--- src/rtl/arm_mc_ctrl.sv ---
// ============================================================================
//  Module   : arm_mc_ctrl
//  Brief    : Multicycle ARM control unit. A Moore FSM sequences the datapath
//             through fetch/decode/execute, the ALU decoder maps cmd to an ALU
//             operation, and conditional logic gates every architectural write.
//  Revision : 1.0 - initial release
// ============================================================================
`default_nettype none

module arm_mc_ctrl (
    input  logic       clk,
    input  logic       rst_n,
    input  logic [3:0] Cond,
    input  logic [1:0] Op,
    input  logic [5:0] Funct,
    input  logic [3:0] Rd,
    input  logic [3:0] ALUFlags,
    output logic       PCWrite,
    output logic       MemWrite,
    output logic       RegWrite,
    output logic       IRWrite,
    output logic       AdrSrc,
    output logic       ALUSrcA,
    output logic [1:0] ALUSrcB,
    output logic [1:0] ResultSrc,
    output logic [1:0] ImmSrc,
    output logic [1:0] RegSrc,
    output logic [1:0] ALUControl,
    output logic [3:0] Flags
);

    typedef enum logic [3:0] {
        S_FETCH    = 4'd0,
        S_DECODE   = 4'd1,
        S_MEMADR   = 4'd2,
        S_MEMREAD  = 4'd3,
        S_MEMWB    = 4'd4,
        S_MEMWRITE = 4'd5,
        S_EXECUTER = 4'd6,
        S_EXECUTEI = 4'd7,
        S_ALUWB    = 4'd8,
        S_BRANCH   = 4'd9
    } state_t;

    // Raw per-state controls, before condition gating
    typedef struct packed {
        logic       adrsrc;
        logic       alusrca;
        logic [1:0] alusrcb;
        logic [1:0] resultsrc;
        logic       irw;
        logic       fetch;
        logic       regw;
        logic       memw;
        logic       branch;
        logic       aluop;
    } ctl_t;

    function automatic ctl_t decode_state(input state_t s);
        ctl_t c;
        c = '0;
        case (s)
            S_FETCH: begin
                c.alusrca   = 1'b1;
                c.alusrcb   = 2'b10;
                c.resultsrc = 2'b10;
                c.irw       = 1'b1;
                c.fetch     = 1'b1;
            end
            S_DECODE: begin
                c.alusrca   = 1'b1;
                c.alusrcb   = 2'b10;
                c.resultsrc = 2'b10;
            end
            S_MEMADR:   c.alusrcb = 2'b01;
            S_MEMREAD:  c.adrsrc  = 1'b1;
            S_MEMWB: begin
                c.resultsrc = 2'b01;
                c.regw      = 1'b1;
            end
            S_MEMWRITE: begin
                c.adrsrc = 1'b1;
                c.memw   = 1'b1;
            end
            S_EXECUTER: c.aluop = 1'b1;
            S_EXECUTEI: begin
                c.alusrcb = 2'b01;
                c.aluop   = 1'b1;
            end
            S_ALUWB:    c.regw = 1'b1;
            S_BRANCH: begin
                c.alusrcb   = 2'b01;
                c.resultsrc = 2'b10;
                c.branch    = 1'b1;
            end
            default:    c = '0;
        endcase
        return c;
    endfunction

    state_t     r_state;
    state_t     w_next;
    ctl_t       r_ctl;
    logic [3:0] r_flags;
    logic       r_condexr;
    logic       w_condex;
    logic [1:0] w_aludec;
    logic       w_nowr_dec;
    logic       w_addsub;
    logic       w_cmp;
    logic       w_nowrite;
    logic [1:0] w_flagw;
    logic       w_rd15;

    // Next-state selection from the current state and instruction fields
    always_comb begin
        w_next = S_FETCH;
        case (r_state)
            S_FETCH:  w_next = S_DECODE;
            S_DECODE: begin
                case (Op)
                    2'b01:   w_next = S_MEMADR;
                    2'b00:   w_next = Funct[5] ? S_EXECUTEI : S_EXECUTER;
                    2'b10:   w_next = S_BRANCH;
                    default: w_next = S_FETCH;
                endcase
            end
            S_MEMADR:   w_next = Funct[0] ? S_MEMREAD : S_MEMWRITE;
            S_MEMREAD:  w_next = S_MEMWB;
            S_EXECUTER: w_next = S_ALUWB;
            S_EXECUTEI: w_next = S_ALUWB;
            default:    w_next = S_FETCH;
        endcase
    end

    // ALU decoder: cmd to operation, plus compare/unsupported write suppression
    always_comb begin
        w_aludec   = 2'b00;
        w_nowr_dec = 1'b0;
        w_addsub   = 1'b0;
        w_cmp      = 1'b0;
        case (Funct[4:1])
            4'b0100: w_addsub = 1'b1;
            4'b0010: begin
                w_aludec = 2'b01;
                w_addsub = 1'b1;
            end
            4'b0000: w_aludec = 2'b10;
            4'b1100: w_aludec = 2'b11;
            4'b1010: begin
                w_aludec   = 2'b01;
                w_nowr_dec = 1'b1;
                w_cmp      = 1'b1;
            end
            default: w_nowr_dec = 1'b1;
        endcase
    end

    // Condition evaluation against the stored NZCV flags
    always_comb begin
        w_condex = 1'b0;
        case (Cond)
            4'b0000: w_condex = r_flags[2];
            4'b0001: w_condex = ~r_flags[2];
            4'b0010: w_condex = r_flags[1];
            4'b0011: w_condex = ~r_flags[1];
            4'b0100: w_condex = r_flags[3];
            4'b0101: w_condex = ~r_flags[3];
            4'b0110: w_condex = r_flags[0];
            4'b0111: w_condex = ~r_flags[0];
            4'b1000: w_condex = r_flags[1] & ~r_flags[2];
            4'b1001: w_condex = ~r_flags[1] | r_flags[2];
            4'b1010: w_condex = (r_flags[3] == r_flags[0]);
            4'b1011: w_condex = (r_flags[3] != r_flags[0]);
            4'b1100: w_condex = ~r_flags[2] & (r_flags[3] == r_flags[0]);
            4'b1101: w_condex = r_flags[2] | (r_flags[3] != r_flags[0]);
            4'b1110: w_condex = 1'b1;
            default: w_condex = 1'b0;
        endcase
    end

    // The write-suppress decode only concerns data-processing instructions
    assign w_nowrite  = (Op == 2'b00) & w_nowr_dec;
    assign w_flagw[1] = r_ctl.aluop & (Funct[0] | w_cmp);
    assign w_flagw[0] = r_ctl.aluop & ((Funct[0] & w_addsub) | w_cmp);
    assign w_rd15     = (Rd == 4'hF);

    // State, registered per-state controls, latched condition and flags
    always_ff @(posedge clk or negedge rst_n) begin
        if (!rst_n) begin
            r_state   <= S_FETCH;
            r_ctl     <= decode_state(S_FETCH);
            r_flags   <= 4'b0000;
            r_condexr <= 1'b0;
        end else begin
            r_state <= w_next;
            r_ctl   <= decode_state(w_next);
            if (r_state == S_DECODE) begin
                r_condexr <= w_condex;
            end
            if (w_flagw[1] & r_condexr) begin
                r_flags[3:2] <= ALUFlags[3:2];
            end
            if (w_flagw[0] & r_condexr) begin
                r_flags[1:0] <= ALUFlags[1:0];
            end
        end
    end

    // Write enables are forced low for as long as reset is held
    assign IRWrite  = rst_n & r_ctl.irw;
    assign MemWrite = rst_n & r_ctl.memw & r_condexr;
    assign RegWrite = rst_n & r_ctl.regw & r_condexr & ~w_nowrite
                      & ~(w_rd15 & (Op == 2'b00));
    assign PCWrite  = rst_n & (r_ctl.fetch | (r_ctl.branch & r_condexr)
                      | (r_ctl.regw & w_rd15 & r_condexr));

    assign AdrSrc     = r_ctl.adrsrc;
    assign ALUSrcA    = r_ctl.alusrca;
    assign ALUSrcB    = r_ctl.alusrcb;
    assign ResultSrc  = r_ctl.resultsrc;
    assign ImmSrc     = Op;
    assign RegSrc     = {(Op == 2'b01), (Op == 2'b10)};
    assign ALUControl = r_ctl.aluop ? w_aludec : 2'b00;
    assign Flags      = r_flags;

endmodule

`default_nettype wire

--- config.mk ---
export PLATFORM = sky130hd
export DESIGN_NAME = arm_mc_ctrl
export DESIGN_NICKNAME = d
export VERILOG_FILES = /design/src/rtl/arm_mc_ctrl.sv
export SDC_FILE = /design/constraint.sdc
export NUM_CORES = 1
export LEC_CHECK = 0
export ABC_AREA = 0
export ABC_CLOCK_PERIOD_IN_PS = 2900
export BUFFER_PORTS_ARGS = -buffer_cell sky130_fd_sc_hd__buf_2
export CELL_PAD_IN_SITES_DETAIL_PLACEMENT = 0
export CELL_PAD_IN_SITES_GLOBAL_PLACEMENT = 1
export CORE_MARGIN = 2
export CORE_UTILIZATION = 39
export DETAILED_ROUTE_END_ITERATION = 6
export PLACE_DENSITY = 0.89
export SETUP_SLACK_MARGIN = 0.5
export SYNTH_ARGS = -nofsm -noshare
export SYNTH_HDL_FRONTEND = slang
export SYNTH_SLANG_ARGS = --single-unit
--- constraint.sdc ---
create_clock -name clk -period 2.9 [get_ports clk]
set_input_delay 0.29 -clock clk [delete_from_list [all_inputs] [get_ports clk]]
set_output_delay 0.29 -clock clk [all_outputs]
set_load 0.01 [all_outputs]
==> results of run 1 <==
## path summary, 6_finish.rpt
path / end / depth (start not counted)
setup / recovery: PCWrite / 5
hold / removal: r_ctl[2]$_DFF_PN0_ / 2
setup reg to reg: r_condexr$_DFFE_PN0P_ / 5
hold reg to reg: r_state[1]$_DFF_PN0_ / 1
max in group asynchronous: ALUSrcA$_DFF_PN1_ / 2
min in group asynchronous: r_ctl[0]$_DFF_PN0_ / 2
## through the flow
step / worst slack, ns / cell area (um2)
floorplan: 1.53 / 1190
global placement: 1.34 / 1360
detailed placement: 1.33 / 1360
CTS: 0.890 / 1400
global route: 0.778 / 1400
finish: 0.936 / 1400
## routing by layer
metal,vias to the layer above,share of wire (%),global-route usage [%]
li1,513,-,-
met1,501,45,20.8
met2,29,49,25.1
met3,5,4.8,3.28
met4,0,1.5,7.14
met5,-,0,0
## cell usage in the layout, fill, tap and decap left out, types with 4 or more instances in the layout
master / n
sky130_fd_sc_hd__a21oi_1: 8
sky130_fd_sc_hd__buf_2: 41
sky130_fd_sc_hd__dfrtp_1: 16
sky130_fd_sc_hd__dfstp_2: 4
sky130_fd_sc_hd__mux2_1: 4
sky130_fd_sc_hd__nand2_1: 5
sky130_fd_sc_hd__nand2b_1: 7
sky130_fd_sc_hd__nor2_1: 9
sky130_fd_sc_hd__nor2b_1: 6
sky130_fd_sc_hd__nor3_1: 7
sky130_fd_sc_hd__nor3b_1: 5
sky130_fd_sc_hd__o21bai_1: 4
## critical path, stage by stage
cell and delay [ns]:
sky130_fd_sc_hd__dlygate4sd3_1 0.52, sky130_fd_sc_hd__buf_2 0.42, sky130_fd_sc_hd__and2_1 0.21, sky130_fd_sc_hd__o21bai_1 0.10, sky130_fd_sc_hd__buf_2 0.14
## flip-flops by register name, indices dropped and copies added (netlist names)
name and flops:
r_state 4, r_condexr 1, ALUSrcB 2, AdrSrc 1, Flags 4, ALUSrcA 1
ResultSrc 2, r_ctl 5
## power by group through the flow
stage          clock, mW  combinational (mW)  sequential, mW
2_1_floorplan          0               0.345           0.502
3_3_place_gp           0               0.427           0.532
3_5_place_dp           0               0.439           0.536
4_1_cts            0.142               0.441           0.529
5_1_grt            0.152               0.486           0.555
6_report           0.136               0.435           0.531
## logic make-up after synthesis
group / Yosys count / share of synthesized area [%]
AOI/OAI and AO/OA: 29 / 16.9
and+or+nand+nor: 53 / 26.3
DFF: 20 / 42.5
buffers and inverters: 15 / 7.26
xor gates and xnor gates: 2 / 1.47
muxes: 6 / 5.47
## layout make-up
| cell class | instances | area, um2 |
|---|---|---|
| clock buffer | 4 | 26.3 |
| fill | 297 | 1580 |
| inverter | 3 | 11.3 |
| multi-input combinational | 90 | 597 |
| sequential | 20 | 505 |
| tap | 33 | 41.3 |
| timing repair buffer | 42 | 215 |
## repair_timing
item | in CTS | in global routing
setup endpoints to repair | 0 | 0
endpoints found under the hold margin | 16 | 0
hold buffers | 1 | 0
==> reports/summary.md, run 1 <==
Relative to the synthesized area, the layout overhead comes to 17.5%. TritonCTS built the clock tree. The netlist uses 41 different library cells. Summed over all nets, the half-perimeter wirelength after detailed placement is 1960 um. Global routing finished with a remaining overflow of 0.

sky130_fd_sc_hd__dfrtp_1 takes more of the synthesized area than any other cell. The element type at the critical path end is an output port. The pre-antenna-repair detailed-routing pass consisted of 4 iterations. From left edge to right edge, the die measures 59.2 um. The number of placed instances, taps included is 187. The floorplan has 20 rows. Synthesis produced 125 cells. The die covers 3510 um2. For this design the total switching power over the nets is 431 uW. The run gives 1.10 mW as the final total power.

In the final routed layout, each cell accounts on average for 13.2 um. The worst pin sits at a relative slew slack of 68.0%. The number of vias per cell was 5.46. The tree is rooted in a sky130_fd_sc_hd__clkbuf_4. The maximum level of the CTS H-tree is 1, and the portion of total power attributed to sequential cells is 48.2%. The tools report the number of nets in the final layout as 182. The final route contains 1048 vias.

The maximum fanout count along the critical path works out to 24. The min-delay analysis places its worst path in the category in2reg. The count of nets left with antenna violations once routing finished came out at 0. In this run the deepest clock path goes through 2 buffers. The flow ran to the end, and the final reports show no timing, DRC or antenna violations. The hold slack is 0.208 ns. After the flow finishes, the layout carries non-filler instances totaling 192. Net switching is 39.1% of the power. At the end of the flow the core is filled with cells to 46.9%.

Based on the critical path, the design can be clocked at up to 509 MHz. Setup violations remaining at the end of the flow were counted as 0. The tools report the leakage power of the design as 0.673 nW. During synthesis, Yosys emitted a total of 0 warnings. The summed negative setup slack over all endpoints came out at 0 ns.

The proportion of synthesized flip-flops having asynchronous set or reset came out at 100%. The clock period could shrink to 1.96 ns. The arrival time of data at the critical path endpoint was 1.67 ns.

The power per cell area is 789 nW/um2. The critical path start-end classification is in2out. The number of gates resized after CTS was 0. The part of the Yosys area used for sequential elements came out at 42.5%.

The tools report the worst path required time as 2.61 ns. The logs give 979 for the number of global-route vias before repair and 0 for the number of design rule violations left after detail routing. Dividing the synthesized area by the synthesized cell count gives 9.51 um2.

The tools report the setup skew after layout as 0.00250 ns. The run gives 39.5% as the portion of total power attributed to combinational logic. For the number of maximum-capacitance violations, the log shows 0.

Of the available clock period, the critical path in the final layout requires 67.7%. The run gives 1.43 ns as the worst setup slack for register-to-register paths. The setup fix buffers added after clock tree synthesis was 0. After synthesis, the cell types taking the most area are sky130_fd_sc_hd__dfrtp_1, sky130_fd_sc_hd__dfstp_2, sky130_fd_sc_hd__buf_4. Counting instances in the post-synthesis netlist gives the leading cell types as sky130_fd_sc_hd__dfrtp_1, sky130_fd_sc_hd__nor2_1, sky130_fd_sc_hd__a21oi_1.

Count of routing violations after the opening detailed-route iteration: 46. The TritonCTS sink count is 20, and the global-route wire length before repair is 4280 um. IR analysis of the VDD net gives a maximum drop of 409 uV. The clock network is responsible for 12.3% of the overall power. The initial core utilization came out at 39.9%.

The final hold violation count was 0. The clock reaches the later pin of the worst-skew pair after 0.30 ns. Entering global routing, the biggest net connects 25 pins.

Clock tree synthesis inserted a total of 3 buffers. At the pin with the least slew margin, the transition time is 0.480 ns. Setup repair after global routing left no endpoint under its margin.

The worst hold path begins at Funct[0]. The launching element type of the critical path was a primary input. The worst register-to-register path begins at r_state[3]$_DFF_PN0_. The number of enable flip-flop cells after synthesis was 0; the number of max-slew violations in the final report was 0. The area share of the largest cell type after synthesis was 33.7%; the routability-driven placement congestion ratio was 0.876. For the internal power component, the log shows 671 uW. The critical path starts at rst_n. The clock-pin transition on the worst setup and hold timing paths is 0.11 ns. When the netlist entered floorplanning its net count stood at 147.

The core area is 2980 um2. 42 I/O pins were placed. The global-route total usage across every layer is 15.9%. For this block, the routed nets add up to 2530 um of wire. After synthesis the cells add up to 1190 um2. The number of diodes added for antenna fixing is 0, and the vertical die dimension is 59.2 um.

For this run, the leading register cell type out of synthesis is sky130_fd_sc_hd__dfrtp_1. Buffers placed on the I/O ports in this run total 41. The initial antenna violation count is 0.

Yosys instantiated no cell more often than sky130_fd_sc_hd__dfrtp_1. The synthesized design contains 20 register bits. In the final layout, the share of cells above drive strength 1 is 31.4%.
No activity file was read; power rests on OpenSTA's default activity.
==> run 2, diff against run 1 <==
Settings changed: ABC_AREA 0 to 1, ABC_CLOCK_PERIOD_IN_PS 2900 to 1700, CORE_UTILIZATION 39 to 31, PLACE_DENSITY 0.89 to 0.8.
Clock period 2.9 ns to 1.7 ns, I/O delays scaled along.
==> run 2 against run 1 <==
Effect of this change: worst setup slack worse by 0.54 ns; via count up 18%; register-to-register slack worse by 1.0 ns; critical path type is now reg2reg; critical endpoint is now ALUSrcB[0]$_DFF_PN0_; largest cell class unchanged.
==> reports/summary.md, run 2 <==
During synthesis, Yosys emitted a total of 0 warnings. Entering global routing, the biggest net connects 12 pins. TritonCTS built the clock tree.

The post-DP HPWL is 2090 um. Count of port buffers added during placement: 41. Counting every net in the synthesized netlist gives 189. The first routing iteration left 50 violations.

Sequential elements use 41.7% of the synthesized area. The global-route wire length before repair was 4840 um. For this design, the sink count on the clock tree is 20. For this design the static power due to leakage is 0.968 nW. Element type at the critical path end: a flip-flop. The number of diodes added for antenna fixing was 0. STA classifies the critical path startpoint as a flip-flop. Pin placement for this block handled 42 I/O pins. The post-route netlist has 44.6% of its cells at a drive strength greater than 1. Dividing total power by cell area gives a power density of 1390 nW/um2. Counting flops per register, the top entry is r_ctl.

The worst pin sits at a relative slew slack of 71.2%. The worst path required time was 1.83 ns; the final hold violation count was 0. The logs give 4420 um2 for the area enclosed by the die boundary and 0.00682 ns for the setup skew after layout. The vertical die dimension was 66.5 um. The cell sitting at the root of the clock tree is a sky130_fd_sc_hd__clkbuf_8. Cell type with the highest occurrence count on the critical path: sky130_fd_sc_hd__nor2_4. The run gives 0 as the setup-violating endpoint count in the final report. In this run the remaining antenna-violating nets after routing total 0.

Using the TritonRoute via totals, the vias-per-cell ratio works out to 4.54. Critical-path cell with the highest stage delay: sky130_fd_sc_hd__dfrtp_1. The logs give 0 for the number of max-slew violations in the final report and 167 for the synthesized instance count.

Based on the critical path, the design can be clocked at up to 768 MHz. The number of enable flip-flop cells after synthesis is 0. Setup total negative slack on the finished layout was measured at 0 ns. The run gives 32.6% as the initial core utilization. The clock-pin transition on the worst setup and hold timing paths works out to 0.07 ns. For this run, the total global-route usage over all layers was measured as 14.2%.

The number of maximum-capacitance violations was 0; the growth of design area from synthesis to finish was 44.2%. Among all flip-flop cells after synthesis, the most frequent one is sky130_fd_sc_hd__dfrtp_1. The biggest area contributor in the post-synthesis netlist is sky130_fd_sc_hd__dfrtp_1.

The area share of the largest cell type after synthesis is 33.1%. The x dimension of the die is 66.5 um, and the actual transition at the worst max-transition pin is 0.431 ns. The critical path goes through nor2_4, buf_6, nand3_1, o21ai_4, nor2_4, nand3_2, o21ai_1. The logs give 1 for the maximum level of the CTS H-tree and 1430 um2 for the placed instance area. The maximum fanout count along the critical path is 3, and the synthesis-stage register bit count is 20.

For this run, the slowest stage of the critical path takes 0.42 ns. Of all flip-flops after synthesis, the portion carrying an async set or reset was 100%. Prior to clock tree synthesis, the placed netlist has a worst setup slack of 0.425 ns. Routability-driven placement finished with a final weighted congestion of 0.749. For this run, the detailed router's first-pass iteration total came to 4.

After layout, the minimum clock period comes to 1.30 ns. The worst path meets setup with 0.398 ns of slack. For the core area, the log shows 3720 um2. The number of distinct standard cells referenced by the synthesized netlist was 26; the flip-flop count of the largest register, all copies and words added was 5. Summing over every cut layer, the via total after detailed routing is 1236. Class of the most critical hold timing path: in2reg.

Yosys instantiated no cell more often than sky130_fd_sc_hd__nand2_1. The clock passes through at most 2 buffers. The commonest cells after synthesis are sky130_fd_sc_hd__nand2_1, sky130_fd_sc_hd__inv_1, sky130_fd_sc_hd__nand3_1.

The commonest non-fill, non-tap cell in the layout was sky130_fd_sc_hd__nand2_1. Dividing the final minimum period by the clock period gives 76.6%. After detailed routing, the total wire length is 3100 um.

The cell family contributing the most delay on the critical path is simple AND/OR/NAND/NOR gates. The number of global-route vias before repair is 1160. The summed area of non-filler cells in the final layout is 1750 um2. For the row count, the log shows 22. At the end of the flow, the number of nets in the layout was 247. Overall overflow remaining after global route: 0. In the layout the commonest cells are sky130_fd_sc_hd__nand2_1, sky130_fd_sc_hd__buf_2, sky130_fd_sc_hd__inv_1. After detailed routing, the number of remaining DRC violations is 0.

Averaged over all synthesized cells, the footprint is 7.25 um2. The run finished with clean final reports. Clock tree synthesis inserted a total of 3 buffers.

Once layout is complete, the utilization of the core stands at 47.0%. After detailed routing, the average wire length per cell comes to 11.4 um. The run gives 1.43 ns as the arrival time of data at the critical path endpoint. Setup repair after global routing could not meet its margin everywhere.

By area the synthesized netlist is led by sky130_fd_sc_hd__dfrtp_1, sky130_fd_sc_hd__nand2_1, sky130_fd_sc_hd__dfstp_2. The critical path start-end classification is reg2reg. The worst ir drop on vdd was 586 uV; the total standard cell area after synthesis was 1210 um2. The number of buffer and inverter stages on the critical path was 1. The run gives 0.26 ns as the latest clock arrival within the worst-skew pair. The initial antenna violation count was 0.
[run 2: worst paths after layout]
| path | startpoint | endpoint | slack, ns | cells past startpoint |
|---|---|---|---|---|
| min reg2reg | Flags[1]$_DFFE_PN0P_ | Flags[1]$_DFFE_PN0P_ | 0.53 | 2 |
| max reg2reg | r_state[3]$_DFF_PN0_ | ALUSrcB[0]$_DFF_PN0_ | 0.40 | 7 |
| max in group asynchronous | rst_n | ResultSrc[0]$_DFF_PN0_ | 0.93 | 2 |
| min in group asynchronous | rst_n | r_ctl[3]$_DFF_PN0_ | 0.47 | 2 |
| min | Funct[0] | r_ctl[2]$_DFF_PN0_ | 0.12 | 2 |
| max | r_state[3]$_DFF_PN0_ | ALUSrcB[0]$_DFF_PN0_ | 0.40 | 7 |
[run 2: final cells by class]
type	instances	area, um2
Multi-Input combinational cell	110	626
Inverter	30	118
Fill cell	370	1970
Clock buffer	4	45.0
Tap cell	48	60.1
Timing Repair Buffer	60	392
Sequential cell	20	507
[run 2: repair_timing]
item,CTS,global route
gates resized for setup,3,31
endpoints found under the setup margin,8,14
pin swaps,5,11
endpoints found under the hold margin,9,0
setup buffers,13,3
hold buffers,2,0
[run 2: metal layers]
layer / global-route usage (%) / share of wire [%]
met3: 0.676 / 4.2
met5: 0 / 0
met2: 23.0 / 48
met4: 6.12 / 1.8
met1: 19.7 / 46
[run 2: worst reg2reg max path: cells and delay by family (launching register included)]
| family | cells | cell delay (ns) |
|---|---|---|
| flip-flops | 1 | 0.42 |
| buffers and inverters | 1 | 0.13 |
| AO/OA/AOI/OAI | 2 | 0.17 |
| AND/OR/NAND/NOR | 4 | 0.46 |
[run 2: logic make-up after synthesis]
kind of cell | Yosys count | synth area share [%]
AOI/OAI and AO/OA | 16 | 9.71
buffers and inverters | 37 | 13.4
DFF | 20 | 41.7
and+or+nand+nor | 94 | 35.1
[run 2: through the flow]
stage                     instances  hold WS, ns  total power [mW]
after floorplan                 167       -0.126              1.46
after global placement          250       0.0763              1.68
after detailed placement        250       0.0740              1.68
after CTS                       269       0.0959              2.25
after global routing            272        0.142              2.62
final                           272        0.120              2.43
[run 2: power breakdown]
part / internal (mW) / switching [mW]
registers: 0.695 / 0.134
clock network: 0.167 / 0.142
logic: 0.619 / 0.675
total: 1.48 / 0.951
